**src/rtl/demux_1x8_reg.sv**
```systemverilog
// Registered 1-to-8 bit demultiplexer / deserializer.
// Rebuilds a parallel word from a serial stream, one bit per load strobe.
// Lane index {sel2,sel1,sel0} = 0..7 maps to a..h. This matches the 8x1 mux select order.
module demux_1x8_reg #(
  parameter int FRAME_LEN = 8
) (
  input  logic       clk,
  input  logic       rst_n,
  input  logic       enable,
  input  logic       load,
  input  logic       din,
  input  logic       sel_mode,
  input  logic       sel0,
  input  logic       sel1,
  input  logic       sel2,
  output logic       a,
  output logic       b,
  output logic       c,
  output logic       d,
  output logic       e,
  output logic       f,
  output logic       g,
  output logic       h,
  output logic       frame_valid,
  output logic       err,
  output logic       busy,
  output logic [2:0] idx
);

  // Last legal lane, and the frame length widened so it can hold 8.
  localparam logic [2:0] LAST_LANE = 3'(FRAME_LEN - 1);
  localparam logic [3:0] FLEN_W    = 4'(FRAME_LEN);

  logic [7:0] lanes_q, lanes_d;
  logic [2:0] idx_q, idx_d;
  logic       fv_q, fv_d;
  logic       err_q, err_d;
  logic [2:0] ext_sel;

  assign ext_sel = {sel2, sel1, sel0};

  // Work out the next lane contents, the next index and the single-cycle flags.
  always_comb begin
    lanes_d = lanes_q;
    idx_d   = idx_q;
    fv_d    = 1'b0;
    err_d   = 1'b0;
    if (!enable) begin
      if (sel_mode) begin
        // External mode drops any partial auto frame.
        // Lane contents are kept.
        idx_d = 3'd0;
        if (load) begin
          if ({1'b0, ext_sel} < FLEN_W) begin
            lanes_d[ext_sel] = din;
            fv_d             = (ext_sel == LAST_LANE);
          end else begin
            err_d = 1'b1;
          end
        end
      end else if (load) begin
        lanes_d[idx_q] = din;
        if (idx_q == LAST_LANE) begin
          idx_d = 3'd0;
          fv_d  = 1'b1;
        end else begin
          idx_d = idx_q + 3'd1;
        end
      end
    end
  end

  // State registers. The synchronous reset overrides every other input.
  always_ff @(posedge clk) begin
    if (!rst_n) begin
      lanes_q <= 8'd0;
      idx_q   <= 3'd0;
      fv_q    <= 1'b0;
      err_q   <= 1'b0;
    end else begin
      lanes_q <= lanes_d;
      idx_q   <= idx_d;
      fv_q    <= fv_d;
      err_q   <= err_d;
    end
  end

  assign a           = lanes_q[0];
  assign b           = lanes_q[1];
  assign c           = lanes_q[2];
  assign d           = lanes_q[3];
  assign e           = lanes_q[4];
  assign f           = lanes_q[5];
  assign g           = lanes_q[6];
  assign h           = lanes_q[7];
  assign frame_valid = fv_q;
  assign err         = err_q;
  assign idx         = idx_q;
  assign busy        = (idx_q != 3'd0);

endmodule

```
**config.mk**
```make
export PLATFORM = sky130hd
export DESIGN_NAME = demux_1x8_reg
export DESIGN_NICKNAME = d
export VERILOG_FILES = /design/src/rtl/demux_1x8_reg.sv
export SDC_FILE = /design/constraint.sdc
export NUM_CORES = 1
export LEC_CHECK = 0
export CAP_MARGIN = 20
export CORE_ASPECT_RATIO = 0.9
export CORE_UTILIZATION = 35
export CTS_CLUSTER_SIZE = 10
export DETAILED_ROUTE_END_ITERATION = 12
export GPL_TIMING_DRIVEN = 1
export HOLD_SLACK_MARGIN = 0.1
export PLACE_DENSITY = 0.74
export SLEW_MARGIN = 20
export SYNTH_ARGS = -nofsm -noshare
export SYNTH_HDL_FRONTEND = slang
export SYNTH_SLANG_ARGS = --single-unit
export TNS_END_PERCENT = 20
```
**constraint.sdc**
```tcl
create_clock -name clk -period 2.65 [get_ports clk]
set_input_delay 0.265 -clock clk [delete_from_list [all_inputs] [get_ports clk]]
set_output_delay 0.265 -clock clk [all_outputs]
set_load 0.01 [all_outputs]
```
==> metrics.md, run 1 <==
| Metric | Value |
|---|---|
| Status | finished clean |
| Clk_lat worst skew | between 0.2 and 0.3 ns |
| Drc violations | 0 |
| Worst R2R Path Depth | 3 |
| Startpoint types | flip-flop |
| CTS max path bufs | 2 |
| Clk_skew | 0.00582 ns |
| Io pins | 23 |
| Vias | a little over 600 |
| First-pass GRT wire length | between 2000 and 2500 um |
| Chain of cells forming the critical path | inv_1 > ha_1 > nand2b_1 > clkdlybuf4s50_1 |
| Critical Path Sink Type | output pin |
| WL/cell | 14.0 um |
| Die extent in x | around 48 um |
| Synthesis-to-layout area growth | 37.9% |
| CP arrival | approximately 1.7 ns |
| Fraction of layout cells with a size suffix above 1 | 6.52% |
| Achievable Freq | roughly 500 MHz |
| Post-synthesis adder-cell area fraction | 5.66% |
| Max-Cap Viols | 0 |
| Seq/Total Area, Yosys | between 30% and 40% |
| Row Count | 14 |
| CTS tree | done |
| Syn Area/Cell | about 9.5 um^2 |
| Total power draw | between 0.3 and 0.4 mW |
| Fin. Hold Viols | 0 |
| Synth Area in Simple Gates | between 20% and 30% |
| Die extent in y | approximately 43 um |
| Top FF cell, synth | dfxtp_1 |
| Vias per cell | 5.34 |
| Largest family of logic cells by synthesized area | simple AND/OR/NAND/NOR gates |
| Port-buffer cells | 21 |
| Clk slew on worst S/H paths | 0.08 ns |
| Starting density of the core | roughly 39% |
| Initial drt markers | 20 |
| Largest net degree at the start of global routing | 14 |
| Top-count cell post-synth | nand2_1 |
| GRT Residual Overflow | 0 |
| Antenna Cells | 0 |
| Die ar. | 2070 um^2 |
| Unique masters post-synth | 24 |
| HPWL after DPL | roughly 1100 um |
| Synth top area share | between 30% and 40% |
| RSZ-0062 raised after global routing | false |
| Crit path from | idx[0] |
| Hold Path Class | flip-flop to flip-flop |
| Min cycle time layout | approximately 2 ns |
| CTS Root Cell | clkbuf_4 |
| TritonCTS Buffers | 3 |
| Final setup vio count | 0 |
| Async set or reset register ratio after synthesis | 0% |
| CP Max Fanout | 9 |
| CP endpoint | busy |
| Syn nets | 82 |
| Reg2reg end | lanes_q[0] |
| Vias in the first global route | between 500 and 600 |
| GPL Wtd Cong | roughly 0.84 |
| Worst R2R Start | idx[1] |
| Core area | roughly 1700 um^2 |
| Hold Buf Count CTS | 0 |
| Number of synthesized flops with an enable pin | 0 |
| # resized after CTS | 0 |
| Clock H-tree levels | 1 |
| Slowest stage cell, crit path | dfxtp_1 |
| Post-Synthesis Cells | 70 |
| Required time worst endpoint | 2.38 ns |
| Synth top area cells | dfxtp_1, mux2i_1, nand2_1 |
| Pleak | 0.306 nW |
| Final period util | approximately 76% |
| Mapped cell area | 663 um^2 |
| GRT Total Usage | 16.6% |
| DRT Pass-1 Iters | 4 |
| Multiplexer area fraction after synthesis | around an eighth |
| DRT antenna net count | 0 |
| Post-synth top cells | nand2_1, dfxtp_1, mux2i_1 |
| Post-synthesis compound-gate area fraction | ~15% |
| Sum Neg Setup Slack | 0 ns |
| Final slew viol count | 0 |
| Worst reg2reg setup slack | roughly 1.2 ns |
| Area leader, netlist | dfxtp_1 |
| Clock sink count | 12 |
| Worst path max stage delay | between 0.5 and 0.6 ns |
| WL final | between 1500 and 2000 um |
| Syn. warnings | 0 |
| PwrDens | roughly 380 nW/um^2 |
| Initial antenna violation count | 0 |
| VDD IR max | roughly 0.15 mV |
| Post-CTS setup buffers | 0 |
| Final net count | between 100 and 150 |
| FF+latch count, synth | 12 |
| Worst setup path class | flip-flop to output pin |
| XOR/XNOR Fraction of Synth Area | 0% |
[cells by family after synthesis]
logic type / count (synthesis)
other: 1
AND/OR/NAND/NOR: 28
buffers and inverters: 5
flip-flops: 12
adder cells (fa/ha/maj): 3
AO/OA/AOI/OAI: 13
multiplexers: 8
[flip-flops by register name (all words and copies together) (netlist names)]
name	count
idx	3
lanes_q	8
frame_valid	1
[how the worst min path moves through the flow]
stage | endpoint | slack (ns) | startpoint | cells after the start
finish | lanes_q[0] | 0.46 | lanes_q[0] | 2
global placement | lanes_q[1] | 0.44 | lanes_q[1] | 2
floorplan | idx[0] | 0.42 | rst_n | 1
detailed placement | lanes_q[7] | 0.45 | lanes_q[7] | 2
global route | lanes_q[0] | 0.48 | lanes_q[0] | 2
CTS | lanes_q[0] | 0.46 | lanes_q[0] | 2
[metrics by stage]
stage / hold slack (ns) / utilization, % / setup slack [ns] / std cells / instance area (um^2)
global route: 0.482 / 53.3 / 0.581 / 116 / 915
detailed placement: 0.447 / 52.0 / 0.745 / 113 / 892
floorplan: 0.418 / - / 1.25 / 70 / 663
finish: 0.459 / 53.3 / 0.644 / 116 / 915
global placement: 0.443 / 52.0 / 0.755 / 113 / 892
CTS: 0.465 / 53.3 / 0.649 / 116 / 915
[final cells by class]
type | instances | area [um^2]
timing repair buffer | 21 | 210
sequential | 12 | 240
inverter | 3 | 11.3
fill | 160 | 802
multi-input combinational | 53 | 400
tap | 24 | 30.0
clock buffer | 3 | 22.5
[routing by layer]
| metal | share of wire [%] | track usage, % | up-vias |
|---|---|---|---|
| met5 | 0 | 0 | - |
| met4 | 1.5 | 8.33 | 0 |
| met3 | 6.5 | 2.98 | 4 |
| met2 | 43 | 24.6 | 28 |
| met1 | 49 | 22.2 | 284 |
| li1 | - | - | 303 |
[report_power, final]
part | switching (mW) | internal [mW]
combinational | 0.0244 | 0.0266
sequential | 0.00277 | 0.182
clock | 0.0620 | 0.0526
[layout by cell type (no fill, tap or decap), types with 2 or more instances in the layout]
master / count
o22ai_1: 7
nand2_1: 14
mux2i_1: 8
inv_1: 3
dfxtp_1: 12
ha_1: 3
nand4bb_1: 2
nand2b_1: 4
clkbuf_4: 3
clkdlybuf4s50_1: 21
nor2b_1: 2
[worst max-delay path: cells and delay by family, from the launching register on]
family	cells	cell delay, ns
DFF	1	0.54
and+or+nand+nor	1	0.07
buffers and inverters	2	0.64
adders and majority gates	1	0.21
Note: power is estimated with default switching activity, not from simulation.
==> inputs of run 2 (changes only) <==
PLACE_DENSITY = 0.76   (was 0.74)
clock period = 1.7 ns   (was 2.65 ns; I/O delays follow)
==> metrics.md, run 2 (synthesis results as in run 1) <==
| Metric | Value |
|---|---|
| Die ar. | between 2000 and 2500 um^2 |
| GRT Residual Overflow | 0 |
| Drc violations | 0 |
| GRT Total Usage | between 10% and 20% |
| Hold path start | lanes_q[3] |
| Startpoint types | input pin |
| Io pins | 23 |
| DRT antenna net count | 0 |
| Hold Crit Depth | 2 |
| DRT Pass-1 Iters | 4 |
| Initial drt markers | 18 |
| Final slew viol count | 0 |
| Clock sink count | 12 |
| Port-buffer cells | 21 |
| Min cycle time layout | between 1.5 and 2 ns |
| First-pass GRT wire length | around 2600 um |
| Sequential Power Share | around half |
| Final net count | 114 |
| Clk_lat worst skew | 0.27 ns |
| CP Max Fanout | 9 |
| Synthesis-to-layout area growth | 48.1% |
| Die extent in x | between 40 and 50 um |
| Pint | slightly above 0.4 mW |
| Largest net degree at the start of global routing | 13 |
| CP arrival | roughly 1.8 ns |
| Pleak | ~0.36 nW |
| Worst setup path class | input pin to flip-flop |
| Logic pwr share | between 15 and 20% |
| RSZ-0062 raised after global routing | false |
| Hold Buf Count CTS | 0 |
| WL final | between 1500 and 2000 um |
| Post-Route Utilization | roughly 57% |
| Achievable Freq | ~640 MHz |
| WL/cell | approximately 14 um |
| GPL Wtd Cong | between 0.9 and 1 |
| Critical Path Sink Type | flip-flop |
| Vias per cell | roughly 5.2 |
| Fraction of layout cells with a size suffix above 1 | 16.0% |
| Switching share of power | approximately 25% |
| Starting density of the core | 38.6% |
| Fin Hold WS | between 0.4 and 0.5 ns |
| Max-Cap Viols | 0 |
| Hold Path End | lanes_q[3] |
| Hold Path Class | flip-flop to flip-flop |
| Initial antenna violation count | 0 |
| Required time worst endpoint | ~1.9 ns |
| Commonest non-fill, non-tap cells in the layout | clkdlybuf4s50_1, nand2_1, dfxtp_1 |
| Top reg by flops | lanes_q |
| Final setup vio count | 0 |
| Antenna Cells | 0 |
| Status | finished clean |
| CTS tree | done |
| Clk_skew | 0.00532 ns |
| DP Area | between 900 and 1000 um^2 |
| HPWL after DPL | roughly 1200 um |
| Core area | between 1500 and 2000 um^2 |
| Row Count | 14 |
| Reg2reg end | lanes_q[0] |
| CTS max path bufs | 2 |
| Post-Layout Inst Area | 982 um^2 |
| Sum Neg Setup Slack | 0 ns |
| Final period util | 92.6% |
| TritonCTS Buffers | 3 |
| PwrDens | around 560 nW/um^2 |
| Number of flip-flops in the largest register | 8 |
| VDD IR max | ~0.28 mV |
| Worst reg2reg setup slack | 0.24 ns |
| Vias | around 650 |
| Share of total power in the clock network | about a third |
| Most common cell after layout, fill and taps aside | clkdlybuf4s50_1 |
| Die extent in y | 43.3 um |
| Fin. Hold Viols | 0 |
| Clk slew on worst S/H paths | about 0.070 ns |
| CTS Root Cell | clkbuf_4 |
| Worst R2R Start | idx[1] |
| Clock H-tree levels | 1 |
| Worst R2R Path Depth | 3 |
| Vias in the first global route | 588 |
| Sw power | approximately 0.14 mW |
[run 2: changes by cell type in the layout (fill, tap and decap cells not counted)]
cell / change
buf_4: +8
clkdlybuf4s50_1: -1
dfxtp_1: -2
dfxtp_2: +1
dfxtp_4: +1
dlymetal6s2s_1: +1
[run 2: layout make-up]
| class | instances | area (um^2) |
|---|---|---|
| tap | 24 | 30.0 |
| sequential | 12 | 245 |
| timing repair buffer | 29 | 273 |
| clock buffer | 3 | 22.5 |
| inverter | 3 | 11.3 |
| fill | 171 | 734 |
| multi-input combinational | 53 | 400 |
[run 2: power groups by stage]
| stage | combinational [mW] | sequential [mW] | clock, mW |
|---|---|---|---|
| after floorplan | 0.0352 | 0.296 | 0 |
| after global placement | 0.0919 | 0.293 | 0 |
| after detailed placement | 0.0928 | 0.293 | 0 |
| after CTS | 0.0936 | 0.287 | 0.172 |
| after global routing | 0.100 | 0.286 | 0.187 |
| final | 0.0937 | 0.285 | 0.174 |
[run 2: worst max-delay path by stage]
| stage | end | cells after the start | slack [ns] | start |
|---|---|---|---|---|
| 2_1_floorplan | lanes_q[0] | 3 | 0.30 | idx[1] |
| 3_3_place_gp | lanes_q[0] | 4 | -0.09 | load |
| 3_5_place_dp | lanes_q[0] | 4 | -0.14 | load |
| 4_1_cts | busy | 4 | 0.05 | idx[1] |
| 5_1_grt | lanes_q[0] | 4 | 0.05 | load |
| 6_report | lanes_q[0] | 4 | 0.13 | load |
[run 2: routing by layer]
metal  vias up  part of all wire (%)  track usage (%)
met4         0                     0             6.67
li1        319                     -                -
met3         0                   6.7             3.83
met5         -                     0                0
met2        26                    46             25.9
met1       301                    47             25.1
[run 2: what timing repair did]
| action | in CTS | in global routing |
|---|---|---|
| hold endpoints to repair | 0 | 0 |
| buffers inserted | 0 | 0 |
| resized for setup | 1 | 3 |
| setup endpoints to repair | 1 | 1 |
[run 2: worst max-delay path: stages]
cell	delay, ns
clkdlybuf4s50_1	0.62
or4b_4	0.53
o32ai_2	0.25
mux2i_1	0.21
[run 2: metrics by stage]
step	std cells	worst slack (ns)	power [mW]
final	124	0.126	0.553
after detailed placement	121	-0.135	0.386
after global routing	124	0.0514	0.573
after global placement	121	-0.0932	0.385
after CTS	124	0.0487	0.552
after floorplan	70	0.297	0.331
==> inputs of run 3 (changes only) <==
CORE_ASPECT_RATIO = default   (was 0.9)
SLEW_MARGIN = default   (was 20)
==> metrics.md, run 3 (synthesis results as in run 1) <==
| Metric | Value |
|---|---|
| Max-Cap Viols | 0 |
| Commonest non-fill, non-tap cells in the layout | clkdlybuf4s50_1, nand2_1, dfxtp_1 |
| Io pins | 23 |
| Achievable Freq | approximately 640 MHz |
| VDD IR max | about 0.36 mV |
| GPL Wtd Cong | around 0.84 |
| Startpoint types | flip-flop |
| Sw power | around 0.15 mW |
| CP arrival | roughly 1.4 ns |
| Pleak | between 0.3 and 0.4 nW |
| Post-CTS setup buffers | 0 |
| Clk_lat worst skew | between 0.2 and 0.3 ns |
| Antenna Cells | 0 |
| Top reg by flops | lanes_q |
| Vias | about 650 |
| HPWL after DPL | 1150 um |
| WL/cell | ~13 um |
| First-pass GRT wire length | roughly 2600 um |
| WL final | ~1600 um |
| Initial drt markers | 15 |
| GRT Residual Overflow | 0 |
| Vias in the first global route | 598 |
| DRT antenna net count | 0 |
| Slowest stage cell, crit path | clkdlybuf4s50_1 |
| Register area | 244 um^2 |
| # resized after CTS | 1 |
| Min cycle time layout | about 1.6 ns |
| Sequential Power Share | between 40% and 50% |
| CTS tree | done |
| CTS max path bufs | 2 |
| Drc violations | 0 |
| Row Count | 15 |
| Required time worst endpoint | around 1.5 ns |
| Delay-heaviest family, CP | buffers and inverters |
| Share of total power in the clock network | 38.3% |
| Worst path max stage delay | roughly 0.60 ns |
| Die ar. | a little over 2000 um^2 |
| Largest net degree at the start of global routing | 13 |
| Synthesis-to-layout area growth | 50.2% |
| Core area | around 1700 um^2 |
| Most common cell after layout, fill and taps aside | clkdlybuf4s50_1 |
| Post-Layout Inst Area | ~1000 um^2 |
| Switching share of power | 24.2% |
| Finished Layout Cells | approximately 130 |
| Clk slew on worst S/H paths | ~0.090 ns |
| Clock H-tree levels | 1 |
| GRT Total Usage | ~18% |
| TritonCTS Buffers | 3 |
| Worst setup path class | flip-flop to output pin |
| Final period util | ~92% |
| PwrDens | just over 600 nW/um^2 |
| Final slew viol count | 0 |
| Number of flip-flops in the largest register | 8 |
| Pint | 0.466 mW |
| Clk_skew | 0.00933 ns |
| Multi-input gate area | 400 um^2 |
| DRT Pass-1 Iters | 4 |
| Hold Buf Count CTS | 0 |
| Inst Count DP | about 120 |
| Port-buffer cells | 21 |
| CTS Root Cell | clkbuf_4 |
| Filler cells | around 170 |
| Fin. Hold Viols | 0 |
| Final setup vio count | 0 |
| Fraction of layout cells with a size suffix above 1 | between 15 and 20% |
| Die extent in y | approximately 46 um |
| Status | finished clean |
| Clock sink count | 12 |
| RSZ-0062 raised after global routing | false |
| Critical Path Sink Type | output pin |
| Worst Path Buf+Inv | 1 |
| Die extent in x | ~46 um |
| Vias per cell | ~5.2 |
| Logic pwr share | about 15% |
| CP Max Fanout | 9 |
| Hold Path Class | flip-flop to flip-flop |
| Final net count | roughly 110 |
| Chain of cells forming the critical path | clkdlybuf4s50_1 |
| Initial antenna violation count | 0 |
| DP Area | between 900 and 1000 um^2 |
| Starting density of the core | between 30% and 40% |
[run 3: cell types whose count changed in the layout (fill, tap and decap cells not counted)]
cell,delta
clkbuf_8,+1
dfxtp_1,+1
dfxtp_2,-1
[run 3: routing by layer]
metal  GRT usage [%]  vias to the layer above  share of wire [%]
li1                -                      320                  -
met1            20.6                      301                 44
met2            27.7                       28                 47
met3            7.54                        2                8.2
met4            9.09                        0                1.3
met5               0                        -                  0
[run 3: worst register-to-register path, delay by kind of cell (launching register included)]
kind / cells / cell delay [ns]
simple gates: 1 / 0.57
flops: 1 / 0.38
compound gates: 1 / 0.26
mux: 1 / 0.21
[run 3: per-stage QoR]
step	setup TNS, ns	utilization [%]	setup WS, ns	hold WS, ns	total power, mW
final	0	57.1	0.130	0.465	0.615
after detailed placement	-0.0297	54.6	-0.0297	0.447	0.387
after floorplan	0	-	0.297	0.323	0.331
after CTS	0	56.8	0.0181	0.466	0.627
after global placement	-0.00763	54.6	-0.00763	0.449	0.385
after global routing	0	57.1	0.0773	0.488	0.649
[run 3: power groups by stage]
stage	Clock (mW)	Combinational (mW)	Sequential [mW]
5_1_grt	0.263	0.101	0.286
3_3_place_gp	0	0.0920	0.293
4_1_cts	0.247	0.0939	0.287
3_5_place_dp	0	0.0934	0.293
6_report	0.236	0.0940	0.285
2_1_floorplan	0	0.0352	0.296
[run 3: layout make-up]
cell class / instances / share of cell area [%]
well taps: 25 / 3.14
inverters: 3 / 1.13
multi-input cells: 53 / 40.2
flip-flops and latches: 12 / 24.5
clock buffers: 4 / 3.64
repair buffers: 29 / 27.4
[run 3: final timing paths]
kind / to / slack, ns / from / cells past startpoint
worst max-delay path: idx[2] / 0.13 / idx[2] / 1
worst min register to register: lanes_q[0] / 0.47 / lanes_q[0] / 2
worst max register to register: lanes_q[0] / 0.22 / idx[1] / 3
worst min-delay path: lanes_q[0] / 0.47 / lanes_q[0] / 2
